<file path="src/rtl/operand_bypass_mux_pkg.sv">
// operand_bypass_mux_pkg: shared constants and entry type for the operand bypass unit
package operand_bypass_mux_pkg;
   localparam int REG_AW_DEF = 5;
   localparam int LAT_W_DEF  = 2;
   localparam int REG_ZERO   = 0;
   localparam int LAT_ALU    = 1;
   localparam int LAT_LOAD   = 2;
   typedef struct packed {
      logic                  v;
      logic [REG_AW_DEF-1:0] addr;
      logic [LAT_W_DEF-1:0]  rem;
   } bypass_entry_t;
endpackage

</file>
<file path="src/rtl/operand_bypass_mux_if.sv">
// operand_bypass_mux_if: decode-side issue/operand bus; stall_cnt exists only with BYPASS_PERF_EN
interface operand_bypass_mux_if #(
   parameter int DATA_W  = 32,
   parameter int REG_AW  = 5,
   parameter int DEPTH   = 3,
   parameter int NUM_OPS = 2,
   parameter int LAT_W   = 2
);
   logic                      issue_valid;
   logic                      issue_wr;
   logic [REG_AW-1:0]         issue_addr;
   logic [LAT_W-1:0]          issue_lat;
   logic                      flush;
   logic [NUM_OPS*REG_AW-1:0] op_addr;
   logic [NUM_OPS*DATA_W-1:0] rf_rd;
   logic [DEPTH*DATA_W-1:0]   stage_data;
   logic [NUM_OPS*DATA_W-1:0] op_data;
   logic                      stall;
`ifdef BYPASS_PERF_EN
   logic [31:0]               stall_cnt;
   modport master (output issue_valid, issue_wr, issue_addr, issue_lat, flush, op_addr, rf_rd, stage_data,
                   input op_data, stall, stall_cnt);
   modport slave (input issue_valid, issue_wr, issue_addr, issue_lat, flush, op_addr, rf_rd, stage_data,
                  output op_data, stall, stall_cnt);
`else
   modport master (output issue_valid, issue_wr, issue_addr, issue_lat, flush, op_addr, rf_rd, stage_data,
                   input op_data, stall);
   modport slave (input issue_valid, issue_wr, issue_addr, issue_lat, flush, op_addr, rf_rd, stage_data,
                  output op_data, stall);
`endif
endinterface

</file>
<file path="src/rtl/operand_bypass_mux_bypass_select.sv">
// bypass_select: per-operand priority match over tracked writers; youngest match decides
module bypass_select
   import operand_bypass_mux_pkg::*;
#(
   parameter int DATA_W = 32,
   parameter int REG_AW = 5,
   parameter int DEPTH  = 3
) (
   input  logic [DEPTH-1:0]             ent_v,
   input  logic [DEPTH-1:0][REG_AW-1:0] ent_addr,
   input  logic [DEPTH-1:0]             ent_rdy,
   input  logic [REG_AW-1:0]            op_addr,
   input  logic [DATA_W-1:0]            rf_rd,
   input  logic [DEPTH-1:0][DATA_W-1:0] stage_data,
   output logic [DATA_W-1:0]            op_data,
   output logic                         blocked
);
   always_comb begin
      op_data = rf_rd;
      blocked = 1'b0;
      // oldest to youngest so the youngest match overrides, even when it is not ready
      for (int i = DEPTH - 1; i >= 0; i--)
         if (ent_v[i] && ent_addr[i] == op_addr) begin
            op_data = ent_rdy[i] ? stage_data[i] : rf_rd;
            blocked = ~ent_rdy[i];
         end
      if (op_addr == REG_AW'(REG_ZERO)) begin
         op_data = '0;
         blocked = 1'b0;
      end
   end
endmodule

</file>
<file path="src/rtl/operand_bypass_mux.sv">
// operand_bypass_mux: writer tracking shift register, operand forwarding and load-use stall.
// BYPASS_PERF_EN adds a 32-bit stall cycle counter on stall_cnt.
module operand_bypass_mux
   import operand_bypass_mux_pkg::*;
#(
   parameter int DATA_W  = 32,
   parameter int REG_AW  = 5,
   parameter int DEPTH   = 3,
   parameter int NUM_OPS = 2,
   parameter int LAT_W   = 2
) (
   input logic clk,
   input logic reset,
   operand_bypass_mux_if.slave bus
);
   logic [DEPTH-1:0]             ent_v;
   logic [DEPTH-1:0][REG_AW-1:0] ent_addr;
   logic [DEPTH-1:0][LAT_W-1:0]  ent_rem;
   logic [DEPTH-1:0]             ent_rdy;
   logic [NUM_OPS-1:0]           blocked;

   always_comb
      for (int i = 0; i < DEPTH; i++)
         ent_rdy[i] = ent_rem[i] == '0;

   // older entries keep moving during a stall; only entry 0 takes the bubble
   always_ff @(posedge clk or posedge reset)
      if (reset) begin
         ent_v    <= '0;
         ent_addr <= '0;
         ent_rem  <= '0;
      end else begin
         ent_v[0]    <= bus.issue_valid & bus.issue_wr & ~bus.stall & ~bus.flush &
                        (bus.issue_addr != REG_AW'(REG_ZERO));
         ent_addr[0] <= bus.issue_addr;
         ent_rem[0]  <= bus.issue_lat - LAT_W'(1);
         for (int i = 1; i < DEPTH; i++) begin
            ent_v[i]    <= ent_v[i-1];
            ent_addr[i] <= ent_addr[i-1];
            ent_rem[i]  <= ent_rdy[i-1] ? '0 : ent_rem[i-1] - LAT_W'(1);
         end
      end

   for (genvar k = 0; k < NUM_OPS; k++) begin : g_op
      bypass_select #(.DATA_W(DATA_W), .REG_AW(REG_AW), .DEPTH(DEPTH)) u_sel (
         .ent_v     (ent_v),
         .ent_addr  (ent_addr),
         .ent_rdy   (ent_rdy),
         .op_addr   (bus.op_addr[k*REG_AW +: REG_AW]),
         .rf_rd     (bus.rf_rd[k*DATA_W +: DATA_W]),
         .stage_data(bus.stage_data),
         .op_data   (bus.op_data[k*DATA_W +: DATA_W]),
         .blocked   (blocked[k])
      );
   end

   assign bus.stall = bus.issue_valid & ~bus.flush & (|blocked);

`ifdef BYPASS_PERF_EN
   always_ff @(posedge clk or posedge reset)
      if (reset)
         bus.stall_cnt <= '0;
      else if (bus.stall)
         bus.stall_cnt <= bus.stall_cnt + 32'd1;
`endif

   a_lat_nonzero: assert property (@(posedge clk) disable iff (reset)
      (bus.issue_valid && bus.issue_wr) |-> bus.issue_lat != '0);
endmodule

</file>
<file path="src/flat_wrapper.sv">
// flat-port wrapper written by rule: the top's interface ports become plain ports
module operand_bypass_mux_flat import operand_bypass_mux_pkg::*;
#(
   parameter int DATA_W  = 32,
   parameter int REG_AW  = 5,
   parameter int DEPTH   = 3,
   parameter int NUM_OPS = 2,
   parameter int LAT_W   = 2
)
  (clk, reset, bus_issue_valid, bus_issue_wr, bus_issue_addr, bus_issue_lat, bus_flush, bus_op_addr, bus_rf_rd, bus_stage_data, bus_op_data, bus_stall);
  operand_bypass_mux_if #(.DATA_W(DATA_W), .REG_AW(REG_AW), .DEPTH(DEPTH), .NUM_OPS(NUM_OPS), .LAT_W(LAT_W)) bus_i ();
  input logic clk;
  input logic reset;
  input wire logic [$bits(bus_i.issue_valid)-1:0] bus_issue_valid;
  input wire logic [$bits(bus_i.issue_wr)-1:0] bus_issue_wr;
  input wire logic [$bits(bus_i.issue_addr)-1:0] bus_issue_addr;
  input wire logic [$bits(bus_i.issue_lat)-1:0] bus_issue_lat;
  input wire logic [$bits(bus_i.flush)-1:0] bus_flush;
  input wire logic [$bits(bus_i.op_addr)-1:0] bus_op_addr;
  input wire logic [$bits(bus_i.rf_rd)-1:0] bus_rf_rd;
  input wire logic [$bits(bus_i.stage_data)-1:0] bus_stage_data;
  output wire logic [$bits(bus_i.op_data)-1:0] bus_op_data;
  output wire logic [$bits(bus_i.stall)-1:0] bus_stall;
  assign bus_i.issue_valid = bus_issue_valid;
  assign bus_i.issue_wr = bus_issue_wr;
  assign bus_i.issue_addr = bus_issue_addr;
  assign bus_i.issue_lat = bus_issue_lat;
  assign bus_i.flush = bus_flush;
  assign bus_i.op_addr = bus_op_addr;
  assign bus_i.rf_rd = bus_rf_rd;
  assign bus_i.stage_data = bus_stage_data;
  assign bus_op_data = bus_i.op_data;
  assign bus_stall = bus_i.stall;
  operand_bypass_mux #(.DATA_W(DATA_W), .REG_AW(REG_AW), .DEPTH(DEPTH), .NUM_OPS(NUM_OPS), .LAT_W(LAT_W)) u_core (.clk(clk), .reset(reset), .bus(bus_i));
endmodule
</file>
<file path="config.mk">
export PLATFORM = sky130hd
export DESIGN_NAME = operand_bypass_mux_flat
export DESIGN_NICKNAME = d
export VERILOG_FILES = /design/src/rtl/operand_bypass_mux_pkg.sv /design/src/rtl/operand_bypass_mux_if.sv /design/src/rtl/operand_bypass_mux_bypass_select.sv /design/src/rtl/operand_bypass_mux.sv /design/src/flat_wrapper.sv
export SDC_FILE = /design/constraint.sdc
export NUM_CORES = 1
export LEC_CHECK = 0
export CAP_MARGIN = 20
export CORE_AREA = 2 2 114 116
export CTS_CLUSTER_SIZE = 8
export DETAILED_ROUTE_END_ITERATION = 12
export DIE_AREA = 0 0 116 118
export PLACE_DENSITY = 0.74
export SYNTH_ARGS = -nofsm -noshare
export SYNTH_HDL_FRONTEND = slang
export SYNTH_SLANG_ARGS = --single-unit
</file>
<file path="constraint.sdc">
create_clock -name clk -period 2.9 [get_ports clk]
set_input_delay 0.725 -clock clk [delete_from_list [all_inputs] [get_ports clk]]
set_output_delay 0.725 -clock clk [all_outputs]
set_load 0.05 [all_outputs]
</file>
==> results.yml, run 1 <==
clocking:
  hold_buffers: 0
  clock_latency_ps: 260
  cts_root_buffer: "clkbuf_16"
  htreeDepth: 1
  clock-sinks: 24
  clock_path_buffers: 2
  cts_made_buffers: 3
  clk_pin_slew_ps: 60
  cts_tree: "yes"
timing:
  hold_viol: 0
  fin_crit_sh_pct: 115
  final_max_slew_viol_count: 0
  setup_ws_ps: -439
  slew_headroom_pct: 37.2
  fin_skew_ps: 7.25
  setup_tns_ps: -16690
  maxClockFrequency_mhz: 300
  final.min_clock_period_ps: 3340
  finalSetupViolCount: 65
  worst_pin_slew_ps: 941
  rsz0062_at_grt: "true"
synth:
  yosys.area.top_type_share_pct: 14.2
  synth.most_common_cell: "nand2_1"
  synth_area_leaders: "dfrtp_1 14%, mux2i_1 9.9%, a211o_1 7.6%"
  synthesis.nets: 743
  synth_edf_count: 0
  synth.largest_area_cell: "dfrtp_1"
  avgSynthCellArea_sq_um: 7.57
  async_flop_share_pct: 100
  synth.yosys.seq_area_share_pct: 14.2
  ys_ff_latch: 24
  synth_warnings: 0
  netlist_instances: 561
  syn_area_sq_um: 4240
  ys_top_cells_by_count: "55 x nand2_1, 49 x and2_1, 44 x a21oi_1, 42 x mux2i_1, 42 x o21ai_0"
  synth_flop_cell: "dfrtp_1"
  synth_cell_types: 44
outcome:
  status: "finished with violations"
  violations: "setup timing"
final_layout:
  nets: 1055
  n_antenna_cell: 0
  area_growth_pct: 146
  multi_input_area_sq_um: 4810
  fillers: 650
  fin_util_pct: 83.9
  drive_gt1_share_pct: 45.3
  register_area_sq_um: 601
global_route:
  grt_antenna_before_repair: 0
  overflow: 0
  grt_pass1_vias: 6873
  grt_pass1_wl_microns: 37800
  grt_max_degree: 39
  track_usage_pct: 35.1
detailed_routing:
  drc: 0
  drt_first_pass_iters: 6
  wl_per_cell_microns: 27.1
  first_iter_violations: 580
  vias: 6700
  via_per_inst: 6.42
  ant_nets: 0
  wirelength_microns: 28300
power:
  swShare_pct: 40.5
  power_density_nw_per_um2: 223
  p_int_mw: 1.38
  net-switching-power_mw: 0.939
  ir_drop_uv: 319
  clkPwrFrac_pct: 17.0
  combPwrFrac_pct: 66.5
  pwr-share-seq_pct: 16.4
  leakage_nw: 4.18
floorplan:
  die_y_microns: 118
  num_io_pins: 247
  dieArea_sq_um: 13700
  dieWidth_microns: 116
  fp-row-count: 41
  initial_utilization_pct: 34.2
  core_sq_um: 12400
setup_path:
  worstPathMaxFanout: 8
  cp.arrival_ps: 2610
  crit_required_ps: 2170
  path_class: "primary input to output port"
  endpoint_kind: "output port"
  critPathLaunchType: "primary input"
placement:
  io_buffers: 246
  place.gp.congestion: 0.984
  hpwl_microns: 16100
worst_hold_path:
  hold_class: "flip-flop to flip-flop"
job:
  drv_cap: 0
[flip-flops by register name, summed over array words and instances (netlist names)]
signal / flops
u_core.ent_addr: 15
u_core.ent_rem: 6
u_core.ent_v: 3
[power by group through the flow]
| stage | Clock, mW | Sequential [mW] | Combinational (mW) |
|---|---|---|---|
| 4_1_cts | 0.392 | 0.377 | 1.39 |
| 3_3_place_gp | 0 | 0.379 | 1.26 |
| 2_1_floorplan | 0 | 0.373 | 0.585 |
| 3_5_place_dp | 0 | 0.380 | 1.27 |
| 5_1_grt | 0.407 | 0.382 | 1.60 |
| 6_report | 0.395 | 0.381 | 1.54 |
[through the flow]
step,power (mW),instances,hold WS (ps),worst slack (ps),instance area [sq um]
floorplan,0.958,561,398,-284,4410
global placement,1.64,990,428,-868,8050
detailed placement,1.65,990,435,-815,8050
CTS,2.16,1029,445,-308,9610
global route,2.39,1044,487,-508,10400
finish,2.32,1044,464,-439,10400
[cell families after synthesis]
logic type / after synthesis / synth area share, %
buf+inv: 57 / 6.99
mux: 65 / 16.0
simple gates: 142 / 17.5
flops: 24 / 14.2
xor+xnor: 30 / 6.19
compound gates: 243 / 39.1
[cell type report]
class                           instances  share of cell area, %
Sequential cell                        24                   5.76
Tap cell                              172                   2.07
Clock inverter                          1                  0.288
Inverter                                3                  0.108
Clock buffer                            3                  0.720
Multi-Input combinational cell        480                   46.1
Timing Repair Buffer                  361                   44.9
[per-layer routing]
| metal | wire length (microns) | track usage (%) | up-vias |
|---|---|---|---|
| met5 | 0 | 0 | - |
| met4 | 2010 | 18.2 | 0 |
| met3 | 2740 | 5.97 | 183 |
| met2 | 13600 | 59.7 | 565 |
| met1 | 9950 | 41.7 | 3166 |
| li1 | - | - | 2786 |
[layout by cell type (no fill, tap or decap), types with 3 or more instances in the layout]
| master | count |
|---|---|
| buf_16 | 8 |
| xnor2_2 | 3 |
| o22ai_2 | 4 |
| mux2_2 | 14 |
| buf_4 | 45 |
| nand3_4 | 5 |
| clkdlybuf4s50_1 | 171 |
| a21oi_2 | 6 |
| buf_8 | 9 |
| a211oi_1 | 6 |
| buf_6 | 35 |
| a211oi_2 | 27 |
| a211o_1 | 37 |
| dfrtp_1 | 24 |
| clkbuf_16 | 10 |
| mux2_4 | 9 |
| a21boi_2 | 4 |
| o32ai_4 | 8 |
| o22ai_4 | 19 |
| nor3_2 | 3 |
| nor2b_1 | 3 |
| nor2_2 | 3 |
| nor2_1 | 3 |
| mux2i_1 | 42 |
| xnor2_1 | 5 |
| buf_12 | 85 |
| xor2_2 | 8 |
| a311o_1 | 17 |
| and3_4 | 4 |
| a21oi_1 | 38 |
| a211oi_4 | 6 |
| and2_1 | 48 |
| o21ai_2 | 32 |
| inv_1 | 3 |
| xor2_1 | 14 |
| nand2_1 | 51 |
| a21boi_4 | 4 |
| o21ai_4 | 22 |
[timing repair]
item,CTS,global route
hold endpoints to repair,0,0
pin swaps,67,63
gates cloned,12,9
resized for setup,262,123
setup buffers,27,13
setup endpoints to repair,65,65
[final timing paths]
kind | from | endpoint | slack (ps) | cells after the start
worst max-delay path | bus_op_addr[1] | bus_op_data[29] | -440 | 11
worst min-delay path | u_core.ent_addr[8] | u_core.ent_addr[13] | 460 | 0
min in group asynchronous | reset | u_core.ent_addr[11] | 980 | 2
max in group asynchronous | reset | u_core.ent_addr[10] | 1350 | 2
worst max register to register | u_core.ent_addr[6] | u_core.ent_v[0] | 640 | 10
worst min register to register | u_core.ent_addr[8] | u_core.ent_addr[13] | 460 | 0
[critical path, stage by stage]
cell      delay [ps]
buf_6            100
xor2_1           150
nor3_2           270
buf_4            180
nand3_4          150
buf_12           200
buf_16           140
a211oi_2         220
a211o_1          220
o21ai_4           90
buf_12           150
(Power assumes the default switching activity.)
==> run 2, diff against run 1 <==
--- a/config.mk
+++ b/config.mk
@@ -10,6 +10,7 @@
 export CTS_CLUSTER_SIZE = 8
 export DETAILED_ROUTE_END_ITERATION = 12
 export DIE_AREA = 0 0 116 118
+export GPL_TIMING_DRIVEN = 0
 export PLACE_DENSITY = 0.74
 export SYNTH_ARGS = -nofsm -noshare
 export SYNTH_HDL_FRONTEND = slang
==> run 2 against run 1 <==
The flow still finishes with violations (setup timing). Combinational power shrank 16%. Via count shrank 4.3%. Flip-flop and latch count is the same. Fmax grew 3.1%. Worst setup slack gained 100 ps. Critical endpoint is now bus_op_data[3]. Largest cell class unchanged. Highest routed layer unchanged.
==> results.yml, run 2 (synthesis results as in run 1) <==
outcome:
  status: "finished with violations"
  violations: "setup timing"
timing:
  final.min_clock_period_ps: 3240
  setup_ws_ps: -337
  rsz0062_at_grt: "true"
  worst_pin_slew_ps: 948
  final_max_slew_viol_count: 0
  fin_skew_ps: 2.82
  fin_crit_sh_pct: 112
  finalSetupViolCount: 65
  slew_headroom_pct: 36.8
  hold_viol: 0
  maxClockFrequency_mhz: 309
setup_path:
  cp.arrival_ps: 2510
  endpoint: "bus_op_data[3]"
  reg2reg_from: "u_core.ent_addr[6]"
  crit_required_ps: 2170
  path_class: "primary input to output port"
  critPathLaunch: "bus_op_addr[2]"
  ff2ff_path_depth: 8
  critPathLaunchType: "primary input"
  crit_cells: 11
  worstPathMaxFanout: 7
  crit_buf_inv: 5
  crit_family: "buffers and inverters"
  crit_chain: "buf_8 > xor2_2 > nor3_2 > buf_4 > and2_4 > buf_4 > buf_8 > nand2_1 > a311o_1 > o21ai_2 > buf_6"
  critPathMaxStageDelay_ps: 370
  endpoint_kind: "output port"
  ff2ff_setup_slack_ps: 890
  r2r-end: "u_core.ent_v[0]"
  crit_slowest_cell: "a311o_1"
clocking:
  clock_latency_ps: 250
  clk_pin_slew_ps: 50
  hold_buffers: 0
  cts_root_buffer: "clkbuf_16"
  cts_made_buffers: 3
  clock-sinks: 24
  htreeDepth: 1
  cts_tree: "yes"
  clock_path_buffers: 2
final_layout:
  fin_cells: 1031
  reg.largest.list: "u_core.ent_addr x15, u_core.ent_rem x6, u_core.ent_v x3"
  drive_gt1_share_pct: 39.6
  nets: 1043
  area_growth_pct: 109
  regMostFlops: "u_core.ent_addr"
  fillers: 918
  multi_input_area_sq_um: 4220
  n_antenna_cell: 0
  register_area_sq_um: 601
  layout_commonest_cell: "clkdlybuf4s50_1"
  final_cell_mix: "171 x clkdlybuf4s50_1, 72 x buf_6, 48 x and2_1"
  fin_util_pct: 71.4
  largest_register_ffs: 15
power:
  power_mw: 1.96
  power_density_nw_per_um2: 221
  ir_drop_uv: 408
  leakage_nw: 3.68
floorplan:
  dieArea_sq_um: 13700
  dieWidth_microns: 116
  core_sq_um: 12400
  die_y_microns: 118
  num_io_pins: 247
  fp-row-count: 41
  initial_utilization_pct: 34.2
worst_hold_path:
  hold_class: "flip-flop to flip-flop"
global_route:
  overflow: 0
  grt_max_degree: 25
  grt_pass1_wl_microns: 37800
  grt_antenna_before_repair: 0
  grt_pass1_vias: 6684
  track_usage_pct: 35.4
job:
  drv_cap: 0
placement:
  io_buffers: 246
  place.gp.congestion: 0.944
  hpwl_microns: 17600
  dp.cells: 979
detailed_routing:
  wl_per_cell_microns: 25.4
  drc: 0
  first_iter_violations: 583
  wirelength_microns: 26200
  ant_nets: 0
  drt_first_pass_iters: 5
  vias: 6414
  via_per_inst: 6.22
[run 2: per-stage QoR]
stage                     worst slack, ps  setup TNS [ps]  hold slack (ps)  area [sq um]
after CTS                            -289          -13780              444          8520
after floorplan                      -284          -14240              398          4410
after global placement              -1550          -93640              421          7090
final                                -337          -15430              439          8870
after global routing                 -380          -18870              465          8870
after detailed placement            -1580          -93520              427          7090
[run 2: layout make-up]
cell class	instances	area share, %
inverter	3	0.127
clock buffer	3	0.847
buffer	49	5.98
timing repair buffer	300	36.2
multi-input combinational	480	47.6
sequential	24	6.77
tap	172	2.43
[run 2: power breakdown]
group / switching [mW] / internal [mW] / leakage [nW]
logic: 0.709 / 0.589 / 3.35
registers: 0.0257 / 0.353 / 0.291
clock network: 0.0999 / 0.182 / 0.0370
total: 0.835 / 1.12 / 3.68
[run 2: worst register-to-register path, cell delays in order (launching register included)]
cell      delay (ps)
dfrtp_1          450
xor2_2           220
nor3_4           270
and3_1           210
buf_6            170
o311ai_2         130
a32oi_1          170
buf_4            150
o2111a_1         180
[run 2: per-layer routing]
layer	vias up	wire length, microns	GRT usage [%]
li1	2749	-	-
met1	3097	9870	43.2
met2	452	12600	60.1
met3	116	2430	6.69
met4	0	1260	14.8
met5	-	0	0
[run 2: how the worst min path moves through the flow]
stage | endpoint | startpoint | cells after the start | slack [ps]
floorplan | u_core.ent_v[1] | u_core.ent_v[0] | 0 | 400
global placement | u_core.ent_addr[11] | u_core.ent_addr[6] | 0 | 420
detailed placement | u_core.ent_addr[11] | u_core.ent_addr[6] | 0 | 430
CTS | u_core.ent_addr[13] | u_core.ent_addr[8] | 0 | 440
global route | u_core.ent_addr[13] | u_core.ent_addr[8] | 0 | 460
finish | u_core.ent_addr[13] | u_core.ent_addr[8] | 0 | 440
[run 2: timing repair]
| item | in CTS | in global routing |
|---|---|---|
| gates resized for setup | 715 | 84 |
| pin swaps | 67 | 43 |
| buffers inserted | 29 | 16 |
| gates cloned | 11 | 3 |
| endpoints found under the setup margin | 65 | 65 |
==> run 3, diff against run 2 <==
--- a/config.mk
+++ b/config.mk
@@ -5,6 +5,7 @@
 export SDC_FILE = /design/constraint.sdc
 export NUM_CORES = 1
 export LEC_CHECK = 0
+export ABC_AREA = 0
 export CAP_MARGIN = 20
 export CORE_AREA = 2 2 114 116
 export CTS_CLUSTER_SIZE = 8
==> results of run 3 <==
Same layout as run 2: the final DEF is identical, and so are final timing and power.
